## config.mk

```make
export PLATFORM = sky130hd
export DESIGN_NAME = async_reset_event_mc
export DESIGN_NICKNAME = d
export VERILOG_FILES = /design/src/rtl/async_rst_evt_pkg.sv /design/src/rtl/async_evt_chan.sv /design/src/rtl/async_reset_event_mc.sv
export SDC_FILE = /design/constraint.sdc
export NUM_CORES = 1
export LEC_CHECK = 0
export CELL_PAD_IN_SITES_DETAIL_PLACEMENT = 0
export CELL_PAD_IN_SITES_GLOBAL_PLACEMENT = 1
export CORE_ASPECT_RATIO = 0.8
export CORE_MARGIN = 2
export CORE_UTILIZATION = 36
export DETAILED_ROUTE_END_ITERATION = 10
export PLACE_DENSITY = 0.78
export SLEW_MARGIN = 20
export SYNTH_ARGS = -nofsm -noshare
export SYNTH_HDL_FRONTEND = slang
export SYNTH_HIERARCHICAL = 1
export SYNTH_SLANG_ARGS = --single-unit
```

## constraint.sdc

```tcl
create_clock -name sysclk -period 8.4 [get_ports sysclk]
set_input_delay 1.68 -clock sysclk [delete_from_list [all_inputs] [get_ports sysclk]]
set_output_delay 1.68 -clock sysclk [all_outputs]
set_load 0.01 [all_outputs]
```

## src/rtl/async_rst_evt_pkg.sv

```systemverilog
// async_rst_evt_pkg: shared FSM type, defaults and hold-counter width helper
`timescale 1ns/1ps
package async_rst_evt_pkg;
  typedef enum logic {IDLE, HOLD} state_e;
  localparam int DEF_NUM_CH = 4;
  localparam int DEF_SYNC_STAGES = 2;
  localparam int DEF_RST_CYCLES = 8;
  localparam int DEF_CNT_W = 8;
  function automatic int hold_w(input int cycles);
    return cycles > 1 ? $clog2(cycles) : 1;
  endfunction
endpackage

```

## src/rtl/async_evt_chan.sv

```systemverilog
// async_evt_chan: one channel - async capture, synchroniser, hold FSM, sticky status, saturating counter
`timescale 1ns/1ps
module async_evt_chan
  import async_rst_evt_pkg::*;
#(
  parameter int SYNC_STAGES = DEF_SYNC_STAGES,
  parameter int RST_CYCLES = DEF_RST_CYCLES,
  parameter int CNT_W = DEF_CNT_W
) (
  input  logic             clk,
  input  logic             rst_n,
  input  logic             tm,
  input  logic             evt,
  input  logic             mask,
  input  logic             sts_clr,
  output logic             rstn_out,
  output logic             sts,
  output logic [CNT_W-1:0] cnt
);
  localparam int HW = hold_w(RST_CYCLES);
  localparam logic [HW-1:0] RELOAD = HW'(RST_CYCLES - 1);
  logic evt_g, cap_q, cap_rst_n, cap_s, hit, done;
  logic [SYNC_STAGES-1:0] sync_q, sync_d;
  state_e state_q, state_d;
  logic [HW-1:0] hold_q, hold_d;
  logic ack_q, ack_d, active_q, active_d, sts_q, sts_d;
  logic [CNT_W-1:0] evt_cnt_q, evt_cnt_d;
  assign evt_g = evt & ~mask;
  assign cap_rst_n = tm ? rst_n : rst_n & ~ack_q;
  always_ff @(posedge evt_g or negedge cap_rst_n)
    if (!cap_rst_n) cap_q <= 1'b0;
    else cap_q <= 1'b1;
  assign cap_s = sync_q[SYNC_STAGES-1];
  always_comb begin
    sync_d = {sync_q[SYNC_STAGES-2:0], cap_q};
    hit = cap_s & ~ack_q;
    done = (state_q == HOLD) & (hold_q == '0) & ~cap_s & ~ack_q;
    state_d = hit ? HOLD : done ? IDLE : state_q;
    hold_d = hit ? RELOAD : hold_q != '0 ? hold_q - 1'b1 : hold_q;
    ack_d = hit | (ack_q & cap_s);
    active_d = hit | (active_q & ~done);
    sts_d = hit | (sts_q & ~sts_clr);
    evt_cnt_d = hit & ~&evt_cnt_q ? evt_cnt_q + 1'b1 : evt_cnt_q;
  end
  always_ff @(posedge clk or negedge rst_n)
    if (!rst_n) begin
      sync_q <= '0;
      state_q <= IDLE;
      hold_q <= '0;
      ack_q <= 1'b0;
      active_q <= 1'b0;
      sts_q <= 1'b0;
      evt_cnt_q <= '0;
    end else begin
      sync_q <= sync_d;
      state_q <= state_d;
      hold_q <= hold_d;
      ack_q <= ack_d;
      active_q <= active_d;
      sts_q <= sts_d;
      evt_cnt_q <= evt_cnt_d;
    end
  assign rstn_out = ~(cap_q | active_q);
  assign sts = sts_q;
  assign cnt = evt_cnt_q;
endmodule

```

## src/rtl/async_reset_event_mc.sv

```systemverilog
// async_reset_event_mc: multi-channel async event catcher driving per-channel and combined resets
`timescale 1ns/1ps
module async_reset_event_mc
  import async_rst_evt_pkg::*;
#(
  parameter int NUM_CH = DEF_NUM_CH,
  parameter int SYNC_STAGES = DEF_SYNC_STAGES,
  parameter int RST_CYCLES = DEF_RST_CYCLES,
  parameter int CNT_W = DEF_CNT_W
) (
  input  logic                    sysclk,
  input  logic                    sys_rstn,
  input  logic                    ATPG_TM,
  input  logic                    ATPG_RSTN,
  input  logic [NUM_CH-1:0]       Async_reset_event,
  input  logic [NUM_CH-1:0]       evt_mask,
  input  logic [NUM_CH-1:0]       sts_clr,
  output logic [NUM_CH-1:0]       evt_rstn_out,
  output logic                    any_rstn_out,
  output logic [NUM_CH-1:0]       evt_sts,
  output logic [NUM_CH*CNT_W-1:0] evt_cnt
);
  logic rstn_int;
  logic [NUM_CH-1:0] chan_rstn;
  if (SYNC_STAGES < 2 || RST_CYCLES < SYNC_STAGES + 2) begin : g_bad_cfg
    $error("async_reset_event_mc: need SYNC_STAGES >= 2 and RST_CYCLES >= SYNC_STAGES+2");
  end
  assign rstn_int = ATPG_TM ? ATPG_RSTN : sys_rstn;
  for (genvar g = 0; g < NUM_CH; g++) begin : g_ch
    async_evt_chan #(
      .SYNC_STAGES(SYNC_STAGES),
      .RST_CYCLES(RST_CYCLES),
      .CNT_W(CNT_W)
    ) u_chan (
      .clk(sysclk),
      .rst_n(rstn_int),
      .tm(ATPG_TM),
      .evt(Async_reset_event[g]),
      .mask(evt_mask[g]),
      .sts_clr(sts_clr[g]),
      .rstn_out(chan_rstn[g]),
      .sts(evt_sts[g]),
      .cnt(evt_cnt[g*CNT_W +: CNT_W])
    );
  end
  assign evt_rstn_out = ATPG_TM ? {NUM_CH{ATPG_RSTN}} : chan_rstn;
  assign any_rstn_out = &evt_rstn_out;
endmodule

```

### Word-level counts from Yosys, hierarchy flattened

Index checks and enable logic that the tools add are counted.

| storage, ports and cells | value |
|---|---|
| register bits | 72 |
| input port bits | 16 |

| cells by class | value |
|---|---|
| $add $sub $neg | 8 |
| mux-type cells | 22 |
| bitwise logic cells | 80 |
| reductions and logical operators | 25 |

Operators with widths:

| kind | count |
|---|---|
| 1-bit AND | 40 |
| 8-bit by 1-bit adder with 8-bit output, second input constant | 4 |
| 8-bit AND reduction | 4 |
| 3-bit 2-to-1 mux | 8 |
| 1-bit inverter | 24 |
| 1-bit OR | 16 |
| 2-bit nonzero test | 8 |
| 1-bit 2-to-1 mux | 13 |
| 3-bit logical NOT | 4 |
| 3-bit nonzero test | 4 |
| 3-bit by 1-bit subtractor with 3-bit output, second input constant | 4 |
| 1-bit logical NOT | 4 |
| 4-bit 2-to-1 mux | 1 |
| 4-bit AND reduction | 1 |

### Longest topological paths before layout

| logic depth | value |
|---|---|
| word-level depth | 7 |
| gate-level depth with buffers | 5 |
| mapped depth without buffers | 5 |

### Hierarchy

Netlist, hierarchy kept.

Modules (own cells, without submodules):

| module | times used | cells each | area each (µm²) | seq. area each (µm²) |
|---|---|---|---|---|
| async_evt_chan | 4 | 78 | 852.1 | 450.4 |
| async_reset_event_mc | 1 | 12 | 72.6 | 0.0 |

==> impl_metrics.tcl <==
set metrics [dict create \
    final_cell_mix "dfrtp_1 (72), clkdlybuf4s50_1 (56), inv_1 (32), nand2_1 (30), o21ai_0 (19)" \
    die-area_um2 10480 \
    period_share_pct 59.67 \
    yosys_register_bits 72 \
    worstHoldStart "g_ch[2].u_chan/sync_q[0]" \
    seqPwrFrac_pct 40.3 \
    rrSetupSlack_ns 6.82 \
    finalHoldViolCount 0 \
    area_growth_syn_to_layout_pct 26.82 \
    n_antenna_cell 0 \
    ir_drop_mv 0.1384 \
    detail_route.vias_per_cell 4.792 \
    dr.pass1.iters 4 \
    hp-class "reg -> reg" \
    drc 0 \
    postSynthCellCount 324 \
    fmax_mhz 199.5 \
    arrival_ns 3.33 \
    yosys_warnings 6 \
    grt_pass1_vias 2422 \
    crit_path_start "ATPG_TM" \
    cts_tree "built" \
    wl_mm 6.392 \
    layout_commonest_cell "dfrtp_1" \
    initial_core_util_pct 36.53 \
    swShare_pct 33.66 \
    h-tree-depth 3 \
    slew_violations 0 \
    setup_tns_ns 0 \
    cts.clk_slew.worst_paths_ns 0.05 \
    grt_pass1_wl_mm 11.25 \
    power_density_nw_per_um2 294.3 \
    core-area_um2 9529 \
    ys.flop_type "dfrtp_1" \
    tightest_slew_ns 0.8923 \
    rsz0062_at_grt "false" \
    die_h_um 91.95 \
    clk_latency_ns 0.33 \
    crit_required_ns 6.72 \
    cts_resized 0 \
    overflow 0 \
    drv_cap 0 \
    netlist_area_um2 3481 \
    globalRouteTotalUtil_pct 13.54 \
    unclocked_pins 4 \
    switchingPower_mw 0.4373 \
    clk_path_buf_depth 2 \
    outcome "completed" \
    synth.distinct_cells 32 \
    ioPinCount 57 \
    setup-violations-final 0 \
    internal_power_mw 0.8620 \
    cts_setup_buffers 0 \
    post_drt_wl_per_cell_um 12.66 \
    dp_hpwl_mm 4.485 \
    r2r_start "g_ch[1].u_chan/cnt[0]" \
    detail-route-antenna-nets 0 \
    grt_max_degree 73 \
    synth_seq_area_share_pct 51.76 \
    hold_buffers 0 \
    vias 2420 \
    cts_buffers 9 \
    untimed_endpoints 4 \
    synth_area_per_cell_um2 10.74 \
    finalCriticalPeriod_ns 5.012 \
    synth_edf_count 0 \
    port_buffers 56 \
    endpoint_kind "primary output" \
    leakage_nw 1.935 \
    nNetsFinal 412 \
    gp_congestion 0.7189 \
    num_rows 32 \
    finClkSkew_ns 0.007875 \
    async_flop_share_pct 100.0 \
    synth_nets 352 \
    critPathKind "in -> out" \
    slew_headroom_pct 40.51 \
    antenna_found_initial 0 \
    path_max_fanout 10 \
    total_power_mw 1.299 \
    startpoint_type "input port" \
    clkPwrFrac_pct 26.0 \
    drt_iter0_markers 89 \
    die_x_um 113.9 \
    comb_power_share_pct 33.7 \
    clk_root_buffer_cell "clkbuf_16" \
    drive_above_1_share_pct 9.585 \
    placed_cell_area_um2 4149 \
    fin_area_um2 4414 \
]
synthesized netlist by cell type (4+ instances only):
master    number  share of area, %
dfrtp_1       72                52
inv_1         32               3.5
nand2_1       30               3.2
o21ai_0       20               2.9
mux2_1        16               5.2
a21oi_1       12               1.7
ha_1          12               4.3
nand3_1       12               1.7
nor2_1        12               1.3
nand2b_1       8               1.4
nor3_1         8               1.2
o31ai_1        8               1.7
xnor2_1        8               2.0
nand2b_4       5               2.0
a21boi_0       4              0.86
a21boi_1       4              0.86
a31oi_1        4              0.72
and2_0         4              0.72
and2_1         4              0.72
and2b_2        4               1.0
and4b_1        4               1.2
buf_6          4               1.3
clkbuf_1       4              0.43
conb_1         4              0.43
nand2_2        4              0.72
nor2b_1        4              0.72
nor4_4         4               2.4
o21a_1         4              0.86
o21ai_1        4              0.58
o31ai_2        4               1.4
or3_1          4              0.72
critical path, stage by stage:
cell and delay (ns):
clkdlybuf4s50_1 0.69, nand2_1 0.25, o21ai_0 0.15, clkdlybuf4s50_1 0.56
area by class of cell:
cell class	instances	area (µm²)
Fill cell	929	5115
Sequential cell	72	1802
Multi-Input combinational cell	212	1510
Timing Repair Buffer	57	568.0
Clock buffer	11	252.7
Tap cell	119	148.9
Inverter	32	120.1
Clock inverter	2	12.51
logic make-up (layout without fill, tap and decap cells):
group	Yosys count	count (layout)	synth area share, %
simple gates	107	107	19.01
flops	72	72	51.76
compound gates	65	65	12.11
buf+inv	40	102	5.176
mux	16	16	5.176
fa+ha+maj	12	12	4.313
xor+xnor	8	8	2.013
other cells	4	4	0.4312
power groups by stage:
| stage | sequential (mW) | combinational [mW] | clock [mW] |
|---|---|---|---|
| detailed placement | 0.528 | 0.441 | 0 |
| finish | 0.524 | 0.438 | 0.338 |
| CTS | 0.525 | 0.443 | 0.350 |
| global placement | 0.524 | 0.429 | 0 |
| global route | 0.544 | 0.493 | 0.363 |
| floorplan | 0.538 | 0.234 | 0 |
through the flow:
step	util [%]	std cells	hold WS (ns)	setup WS [ns]
2_1_floorplan	-	324	0.3312	2.402
3_3_place_gp	43.54	492	0.3328	3.443
4_1_cts	46.32	505	0.3481	3.362
3_5_place_dp	43.54	492	0.3381	3.364
5_1_grt	46.32	505	0.3599	3.221
6_report	46.32	505	0.3418	3.388
per-layer routing:
| metal | vias up | part of all wire [%] | GRT usage, % |
|---|---|---|---|
| met3 | 10 | 3.7 | 3.635 |
| li1 | 1209 | - | - |
| met5 | - | 0 | 0 |
| met2 | 35 | 46 | 20.68 |
| met1 | 1166 | 49 | 18.41 |
| met4 | 0 | 1.6 | 5.183 |
flip-flops by register name (all words and copies together), names as in the netlist:
signal and count:
g_ch.u_chan/active_q 4, g_ch.u_chan/state_q 4, g_ch.u_chan/hold_q 12, g_ch.u_chan/sts 4, g_ch.u_chan/sync_q 8, g_ch.u_chan/cnt 32, g_ch.u_chan/cap_q 4, g_ch.u_chan/ack_q 4
path summary, 6_finish.rpt:
path	end	depth (start not counted)
min in group asynchronous	g_ch[1].u_chan/cnt[6]	4
min	g_ch[2].u_chan/sync_q[1]	0
max	evt_rstn_out[1]	4
max in group asynchronous	g_ch[2].u_chan/cnt[2]	4
min reg2reg	g_ch[2].u_chan/sync_q[1]	0
max reg2reg	g_ch[1].u_chan/cnt[1]	4
No activity file was read; power rests on OpenSTA's default activity.
